### config.mk
export PLATFORM = sky130hd
export DESIGN_NAME = stopwatch_ctrl
export DESIGN_NICKNAME = d
export VERILOG_FILES = /design/src/rtl/stopwatch_pkg.sv /design/src/rtl/btn_debounce.sv /design/src/rtl/stopwatch_ctrl.sv
export SDC_FILE = /design/constraint.sdc
export NUM_CORES = 1
export LEC_CHECK = 0
export BUFFER_PORTS_ARGS = -buffer_cell sky130_fd_sc_hd__buf_2
export CAP_MARGIN = 20
export CORE_ASPECT_RATIO = 1.4
export CORE_UTILIZATION = 35
export DETAILED_ROUTE_END_ITERATION = 16
export GPL_TIMING_DRIVEN = 0
export MAX_ROUTING_LAYER = met4
export PLACE_DENSITY = 0.61
export SLEW_MARGIN = 5
export SYNTH_ARGS = -nofsm -noshare
export SYNTH_HDL_FRONTEND = slang
export SYNTH_SLANG_ARGS = --single-unit
export TNS_END_PERCENT = 20
### constraint.sdc
create_clock -name clk -period 5.6 [get_ports clk]
set_input_delay 0.28 -clock clk [delete_from_list [all_inputs] [get_ports clk]]
set_output_delay 0.28 -clock clk [all_outputs]
set_load 0.01 [all_outputs]
### src/rtl/stopwatch_pkg.sv
// Shared types and BCD helpers for the stopwatch controller.
// Time words are packed BCD {m_tens, m_ones, s_tens, s_ones}.
package stopwatch_pkg;

    typedef enum logic [1:0] {
        ST_IDLE  = 2'd0,
        ST_RUN   = 2'd1,
        ST_PAUSE = 2'd2,
        ST_DONE  = 2'd3
    } sw_state_e;

    localparam logic [3:0]  BCD_DIGIT_MAX = 4'd9;
    localparam logic [3:0]  SEC_TENS_MAX  = 4'd5;
    localparam logic [15:0] TIME_ZERO     = 16'h0000;

    function automatic logic [3:0] clamp_digit(input logic [3:0] d, input logic [3:0] lim);
        return (d > lim) ? lim : d;
    endfunction

    // Caller guarantees the input is below the terminal value, so minutes never wrap.
    function automatic logic [15:0] bcd_step_up(input logic [15:0] t);
        logic [3:0] mt;
        logic [3:0] mo;
        logic [3:0] st;
        logic [3:0] so;
        {mt, mo, st, so} = t;
        if (so != BCD_DIGIT_MAX) begin
            so = so + 4'd1;
        end else begin
            so = 4'd0;
            if (st != SEC_TENS_MAX) begin
                st = st + 4'd1;
            end else begin
                st = 4'd0;
                if (mo != BCD_DIGIT_MAX) begin
                    mo = mo + 4'd1;
                end else begin
                    mo = 4'd0;
                    mt = mt + 4'd1;
                end
            end
        end
        return {mt, mo, st, so};
    endfunction

    // Caller guarantees the input is non-zero.
    function automatic logic [15:0] bcd_step_down(input logic [15:0] t);
        logic [3:0] mt;
        logic [3:0] mo;
        logic [3:0] st;
        logic [3:0] so;
        {mt, mo, st, so} = t;
        if (so != 4'd0) begin
            so = so - 4'd1;
        end else begin
            so = BCD_DIGIT_MAX;
            if (st != 4'd0) begin
                st = st - 4'd1;
            end else begin
                st = SEC_TENS_MAX;
                if (mo != 4'd0) begin
                    mo = mo - 4'd1;
                end else begin
                    mo = BCD_DIGIT_MAX;
                    mt = mt - 4'd1;
                end
            end
        end
        return {mt, mo, st, so};
    endfunction

    function automatic logic [15:0] bcd_clamp(input logic [15:0] t, input logic [7:0] max_mm);
        logic [7:0] mm;
        logic [3:0] st;
        logic [3:0] so;
        mm = {clamp_digit(t[15:12], BCD_DIGIT_MAX), clamp_digit(t[11:8], BCD_DIGIT_MAX)};
        st = clamp_digit(t[7:4], SEC_TENS_MAX);
        so = clamp_digit(t[3:0], BCD_DIGIT_MAX);
        // With valid BCD digits a plain binary compare orders minutes correctly.
        if (mm > max_mm) begin
            mm = max_mm;
        end
        return {mm, st, so};
    endfunction

endpackage

### src/rtl/btn_debounce.sv
// Pushbutton conditioner: 2-FF synchroniser, db_tick-paced debounce, press pulse.
// A press is only reported after the button has been seen released once since reset.
module btn_debounce #(
    parameter int DB_SAMPLES = 2
) (
    input  logic clk,
    input  logic rst_n,
    input  logic db_tick,
    input  logic btn_raw,
    output logic press
);

    localparam logic [1:0] CNT_LAST = 2'(DB_SAMPLES - 1);

    logic [1:0] sync_q, sync_d;
    logic [1:0] cnt_q, cnt_d;
    logic       level_q, level_d;
    logic       armed_q, armed_d;
    logic       press_q, press_d;

    always_comb begin
        sync_d  = {sync_q[0], btn_raw};
        cnt_d   = cnt_q;
        level_d = level_q;
        armed_d = armed_q;
        press_d = 1'b0;
        if (db_tick) begin
            if (!sync_q[1]) begin
                armed_d = 1'b1;
            end
            if (sync_q[1] != level_q) begin
                if (cnt_q == CNT_LAST) begin
                    level_d = sync_q[1];
                    cnt_d   = 2'd0;
                    press_d = sync_q[1] & armed_q;
                end else begin
                    cnt_d = cnt_q + 2'd1;
                end
            end else begin
                cnt_d = 2'd0;
            end
        end
    end

    always_ff @(posedge clk) begin
        if (!rst_n) begin
            sync_q  <= 2'b00;
            cnt_q   <= 2'd0;
            level_q <= 1'b0;
            armed_q <= 1'b0;
            press_q <= 1'b0;
        end else begin
            sync_q  <= sync_d;
            cnt_q   <= cnt_d;
            level_q <= level_d;
            armed_q <= armed_d;
            press_q <= press_d;
        end
    end

    assign press = press_q;

endmodule

### src/rtl/stopwatch_ctrl.sv
// Stopwatch / countdown mode controller sequencing a BCD mm:ss count on sec_tick.
// Event priority within a cycle: clear > load > start > sec_tick.
module stopwatch_ctrl #(
    parameter int         DB_SAMPLES = 2,
    parameter logic [7:0] MAX_MM     = 8'h59
) (
    input  logic        clk,
    input  logic        rst_n,
    input  logic        sec_tick,
    input  logic        db_tick,
    input  logic        btn_start,
    input  logic        btn_clear,
    input  logic        btn_load,
    input  logic        mode_down,
    input  logic [15:0] load_val,
    output logic [15:0] time_bcd,
    output logic        running,
    output logic        done,
    output logic        done_pulse
);

    import stopwatch_pkg::*;

    localparam logic [15:0] TIME_TERM = {MAX_MM, 8'h59};

    logic start_evt, clear_evt, load_evt;

    btn_debounce #(.DB_SAMPLES(DB_SAMPLES)) u_db_start (
        .clk(clk), .rst_n(rst_n), .db_tick(db_tick), .btn_raw(btn_start), .press(start_evt)
    );
    btn_debounce #(.DB_SAMPLES(DB_SAMPLES)) u_db_clear (
        .clk(clk), .rst_n(rst_n), .db_tick(db_tick), .btn_raw(btn_clear), .press(clear_evt)
    );
    btn_debounce #(.DB_SAMPLES(DB_SAMPLES)) u_db_load (
        .clk(clk), .rst_n(rst_n), .db_tick(db_tick), .btn_raw(btn_load), .press(load_evt)
    );

    logic [1:0]  mode_sync_q, mode_sync_d;
    sw_state_e   state_q, state_d;
    logic [15:0] time_q, time_d;
    logic        done_pulse_q, done_pulse_d;
    logic [15:0] step_up_val, step_dn_val;
    logic        count_down;

    assign mode_sync_d = {mode_sync_q[0], mode_down};
    assign count_down  = mode_sync_q[1];
    assign step_up_val = bcd_step_up(time_q);
    assign step_dn_val = bcd_step_down(time_q);

    always_ff @(posedge clk) begin
        if (!rst_n) begin
            mode_sync_q  <= 2'b00;
            state_q      <= ST_IDLE;
            time_q       <= TIME_ZERO;
            done_pulse_q <= 1'b0;
        end else begin
            mode_sync_q  <= mode_sync_d;
            state_q      <= state_d;
            time_q       <= time_d;
            done_pulse_q <= done_pulse_d;
        end
    end

    always_comb begin
        state_d = state_q;
        time_d  = time_q;
        if (clear_evt) begin
            state_d = ST_IDLE;
            time_d  = TIME_ZERO;
        end else if (load_evt && (state_q == ST_IDLE || state_q == ST_PAUSE)) begin
            time_d = bcd_clamp(load_val, MAX_MM);
        end else if (start_evt) begin
            // A tick coinciding with start is dropped on purpose.
            unique case (state_q)
                ST_IDLE:  state_d = (count_down && time_q == TIME_ZERO) ? ST_DONE : ST_RUN;
                ST_RUN:   state_d = ST_PAUSE;
                ST_PAUSE: state_d = ST_RUN;
                default:  state_d = state_q;
            endcase
        end else if (sec_tick && state_q == ST_RUN) begin
            if (!count_down) begin
                if (time_q == TIME_TERM) begin
                    state_d = ST_DONE;
                end else begin
                    time_d = step_up_val;
                    if (step_up_val == TIME_TERM) begin
                        state_d = ST_DONE;
                    end
                end
            end else begin
                if (time_q == TIME_ZERO) begin
                    state_d = ST_DONE;
                end else begin
                    time_d = step_dn_val;
                    if (step_dn_val == TIME_ZERO) begin
                        state_d = ST_DONE;
                    end
                end
            end
        end
    end

    always_comb begin
        done_pulse_d = (state_d == ST_DONE) && (state_q != ST_DONE);
        running      = (state_q == ST_RUN);
        done         = (state_q == ST_DONE);
        time_bcd     = time_q;
        done_pulse   = done_pulse_q;
    end

endmodule

# Yosys cells after proc, flatten, opt, wreduce, memory -nomap -nowiden
# Index checks and enable logic that the tools add are counted.
# Widths: inputs -> output; s select.
# op_classes
addsub,11
n_mul,0
div,0
magnitude_cmp,5
eq_ne,19
n_shift,0
muxes,46
bitwise,7
n_reduce_logical,23
# op_table
operator,count
$mux 16,6
$mux 4,22
$eq 16x15->1 const B,2
$logic_not 16->1,2
$mux 2,16
$add 4x1->4 const B,4
$reduce_and 4->1,4
$sub 4x1->4 const B,4
$gt 4x4->1 const B,3
$reduce_bool 4->1,3
$reduce_and 3->1,3
$eq 2x1->1 const B,4
$gt 8x7->1 const B,1
$mux 8,1
$ne 4x4->1 const B,2
$add 2x1->2 const B,3
$eq 2x2->1 const B,3
$ne 3x3->1 const B,2
$pmux 2 s3,1
$reduce_and 2->1,3
$gt 4x3->1 const B,1
$logic_and 1x1->1,4
$ne 2x2->1 const B,2
$ne 4x3->1 const B,1
7 further kinds,14
# totals
regBits,42
latch_bits,0
mem_bits_rw,0
romBits,0
out_inout_bits,19
n_memories,0

# Logic depth before layout (Yosys ltp)
# logic_depth
word_depth,14
depth_mapped,9

# Hierarchy
# A second synthesis with hierarchy kept.
# unflattened
hier_cells,332
area_unflattened_um2,2710.1
# by_module_without_submodules
mod,instances,cells_per_inst,area_each_um2,seq_area_each_um2
stopwatch_ctrl,1,260,1936.9,420.4
btn_debounce,3,24,257.7,140.1

# Worst setup path before layout
# No wires, ideal clock.
# synth_path
path_kind,reg2reg
start,reg time_q[0] (netlist: time_bcd[0])
end,reg time_q[14] (netlist: time_bcd[14])
arrival_time_ps,2353
required_ps,5521
slack_ps,3168
path_stages_with_launch,8
n_path_buf,1
cell_sequence,dfxtp_1 > clkbuf_1 > or3_1 > or3_4 > or3b_4 > a2111oi_4 > xnor2_1 > a211oi_2
# synth_between
elab_chain_len,7
word_cells_on_any_way,15
classes_between,eq/ne (4); mux (8); reduce/logical (3)
# synth_lines
element,line,source
from (decl),stopwatch_ctrl.sv:40,"logic [15:0] time_q, time_d;"
from (signal assigned),stopwatch_ctrl.sv:59,time_q <= time_d;
$ne 4x4->1 or $reduce_bool 4->1 (tied branches),"stopwatch_pkg.sv:27, stopwatch_pkg.sv:53",
"$mux 4, on equally long branches","stopwatch_pkg.sv:27, stopwatch_pkg.sv:53",
"$mux 16, on equally long branches","stopwatch_ctrl.sv:82, stopwatch_ctrl.sv:91",
$mux 16,stopwatch_ctrl.sv:81,if (!count_down) begin
$mux 16,stopwatch_ctrl.sv:80,end else if (sec_tick && state_q == ST_RUN) begin
$mux 16,stopwatch_ctrl.sv:72,end else if (start_evt) begin
$mux 16,stopwatch_ctrl.sv:70,end else if (load_evt && (state_q == ST_IDLE || state_q == ST_PAUSE)) begin
# Parallel ways exist; a longest one is shown, timed or not. The select of a mux whose other input is x is not followed.
# A chain may end at the register's enable or synchronous reset.

# Final worst setup path
# layout_path
start,reg time_q[6] (netlist: time_bcd[6])
end,reg time_q[13] (netlist: time_bcd[13])
# layout_between
elab_chain_len,8
word_cells_on_any_way,17
classes_between,eq/ne (4); mux (10); reduce/logical (3)
# layout_lines
element,line
$ne 4x3->1 or $reduce_bool 4->1 (tied branches),"stopwatch_pkg.sv:31, stopwatch_pkg.sv:57"
"$mux 4, on equally long branches","stopwatch_pkg.sv:31, stopwatch_pkg.sv:57"
"$mux 4, on equally long branches","stopwatch_pkg.sv:27, stopwatch_pkg.sv:53"
"$mux 16, on equally long branches","stopwatch_ctrl.sv:82, stopwatch_ctrl.sv:91"
$mux 16,stopwatch_ctrl.sv:81
$mux 16,stopwatch_ctrl.sv:80
$mux 16,stopwatch_ctrl.sv:72
$mux 16,stopwatch_ctrl.sv:70
# Parallel ways exist; a longest one is shown, timed or not. The select of a mux whose other input is x is not followed.

==> flow_summary.ini <==
[finish]
final_area_sq_um = 2970
area_delta_synth_final_pct = 17.4
nets = 383
postLayoutCoreUtil = 0.425
diodes = 0
fillers = 739
drive_gt1_frac = 0.174

[sta]
hold_viol = 0
rsz0062_at_grt = no
hold_ws_ns = 0.191
period_needed_ns = 3.03
post-route-period-util = 0.542
setup_violations = 0
fin_tns_setup_ns = 0
timing_worst_slew_pin_value_ns = 0.950
fin_skew_ns = 0.0142
fmax_mhz = 330
slew_viol_final = 0
max-slew-margin-rel = 0.361

[yosys]
synth_most_common_cell = dfxtp_1
synthFlopType = dfxtp_1
ys_top_cells_by_count = 42 x dfxtp_1, 21 x nand2_1, 20 x a21oi_1
ys_top_cells_by_area = dfxtp_1 33%, a21oi_1 4.0%, o21ai_0 3.2%
synthesis.nets = 334
synthCells = 306
synth_top_area_cell = dfxtp_1
syn_avg_cell_area_sq_um = 8.26
ys_ff_latch = 42
synth_cell_types = 60
synth_edf_count = 0
yosysTopAreaCellShare = 0.333
synth_warnings = 0
syn_area_sq_um = 2530
ys_seq_area_frac = 0.333
async_flop_share = 0

[global_routing]
grt_first_pass_wirelength_um = 11400
grt_util_all_layers = 0.204
grt_max_degree = 13
grt_pass1_vias = 2392
grt_overflow = 0
antenna_found_initial = 0

[clock_tree]
path_clk_slew_ns = 0.09
clkSinkCount = 42
htree_num_levels = 2
cts_root_buf = clkbuf_8
cts_buffers = 5
cts_tree = yes
clk_path_buf_depth = 2
holdBufCountCts = 0
cts_setup_buffers = 0
clk_latency_ns = 0.30
post_cts_resized = 0

[setup_path]
ff2ff_path_depth = 7
r2r-start = time_bcd[6]
critPathArrivalTime_ns = 3.28
reg2reg_slack_ns = 2.57
path_class = flip-flop to flip-flop
required_ns = 5.85
end_kind = flip-flop
worstPathMaxFanout = 9
regToRegEndpoint = time_bcd[13]
cp-start-kind = flip-flop

[floorplan]
rows = 36
die_area_sq_um = 7570
die_w_um = 73.8
die_height_um = 103
io_pins = 43
initial_utilization = 0.362
coreArea_sq_um = 6980

[detailed_routing]
ant_nets = 0
firstDrtPassIters = 5
drcViolationCount = 0
finalWirelength_um = 7090
via_count = 2553
via_per_inst = 5.66
wl_per_cell_um = 15.7
drtIter0Drc = 167

[hold_path]
holdPathStages = 2
min_path_type = primary input to flip-flop
hold_path_end = u_db_clear.sync_q[0]
hold_start = btn_clear

[job]
maxCapViolCount = 0

[placement]
io_buffer_count = 42
place_area_sq_um = 2860
gp_congestion = 0.924
dp_hpwl_um = 5330

[power]
ir_worst_vdd_mv = 0.149
power-per-cell-area_nw_per_um2 = 194
leakagePower_nw = 1.13

[outcome]
status = finished clean
## sequential cells by signal, summed over array words and instances, names as in the netlist
register	count
u_db_load.armed_q	1
u_db_start.sync_q	2
u_db_clear.sync_q	2
u_db_clear.cnt_q	2
u_db_clear.level_q	1
mode_sync_q	2
u_db_start.level_q	1
u_db_load.level_q	1
done_pulse	1
u_db_load.sync_q	2
u_db_start.armed_q	1
u_db_load.press	1
u_db_start.cnt_q	2
u_db_load.cnt_q	2
u_db_start.press	1
state_q	2
time_bcd	16
u_db_clear.armed_q	1
u_db_clear.press	1
## stage by stage
step | setup slack, ns | std cells | power, mW
finish | 2.57 | 451 | 0.577
global route | 2.47 | 451 | 0.601
CTS | 2.63 | 451 | 0.585
detailed placement | 2.67 | 443 | 0.353
global placement | 2.66 | 443 | 0.352
floorplan | 3.17 | 306 | 0.335
## layout make-up
type	instances	area, sq um	area share
multi-input combinational	240	1600	0.538
sequential	42	841	0.283
timing repair buffer	42	210	0.0708
tap	95	119	0.0401
clock buffer	8	110	0.0371
buffer	15	57.6	0.0194
inverter	9	33.8	0.0114
## kinds of logic (layout without fill, tap and decap cells)
kind of cell               Yosys count  count (layout)  synth area share
AOI/OAI and AO/OA                   86              86             0.239
adders and majority gates            4               4            0.0198
and+or+nand+nor                    132             132             0.306
muxes                                7               7            0.0287
DFF                                 42              42             0.333
xor gates and xnor gates            11              11            0.0381
buffers and inverters               24              74            0.0361
## cells in the final DEF, fill, tap and decap left out, types with 4 or more instances in the layout
| cell type | count |
|---|---|
| nor2b_1 | 11 |
| and2_1 | 12 |
| a22oi_1 | 4 |
| inv_1 | 9 |
| ha_1 | 4 |
| a211oi_1 | 6 |
| nand3_1 | 7 |
| dfxtp_1 | 42 |
| nand2_1 | 21 |
| nor2_1 | 19 |
| a21oi_1 | 20 |
| clkbuf_1 | 14 |
| nand3b_1 | 6 |
| buf_2 | 43 |
| o21ai_0 | 16 |
| o22ai_1 | 4 |
| nor3_1 | 13 |
| mux2i_1 | 5 |
| xnor2_1 | 9 |
| or3_1 | 6 |
| o21a_1 | 9 |
| o31ai_1 | 4 |
| nand2b_1 | 8 |
| nand4b_1 | 4 |
| clkbuf_8 | 8 |
## metal layers
metal  GRT usage  wire (um)
met3      0.0283        383
met4       0.129        344
met2       0.351       3520
met5           -          0
met1       0.217       2850
## power breakdown
| part | total, mW | switching [mW] | internal (mW) |
|---|---|---|---|
| Sequential | 0.306 | 0.00264 | 0.303 |
| Combinational | 0.0395 | 0.0222 | 0.0173 |
| Clock | 0.232 | 0.107 | 0.125 |
## critical path, stage by stage, from the launching register on
cell	delay [ns]
dfxtp_1	0.33
clkbuf_1	0.34
or4bb_1	0.56
nor4_2	0.61
and2_1	0.40
nor2_1	0.25
a211oi_1	0.32
a32o_1	0.16
## worst max path at each step
| stage | endpoint | start | slack (ns) | cells past startpoint |
|---|---|---|---|---|
| floorplan | time_bcd[14] | time_bcd[0] | 3.17 | 7 |
| global placement | time_bcd[13] | time_bcd[0] | 2.66 | 7 |
| finish | time_bcd[13] | time_bcd[6] | 2.57 | 7 |
| CTS | time_bcd[13] | time_bcd[6] | 2.63 | 7 |
| global route | time_bcd[8] | time_bcd[6] | 2.47 | 7 |
| detailed placement | time_bcd[13] | time_bcd[6] | 2.67 | 7 |
Note: power is estimated with default switching activity, not from simulation.
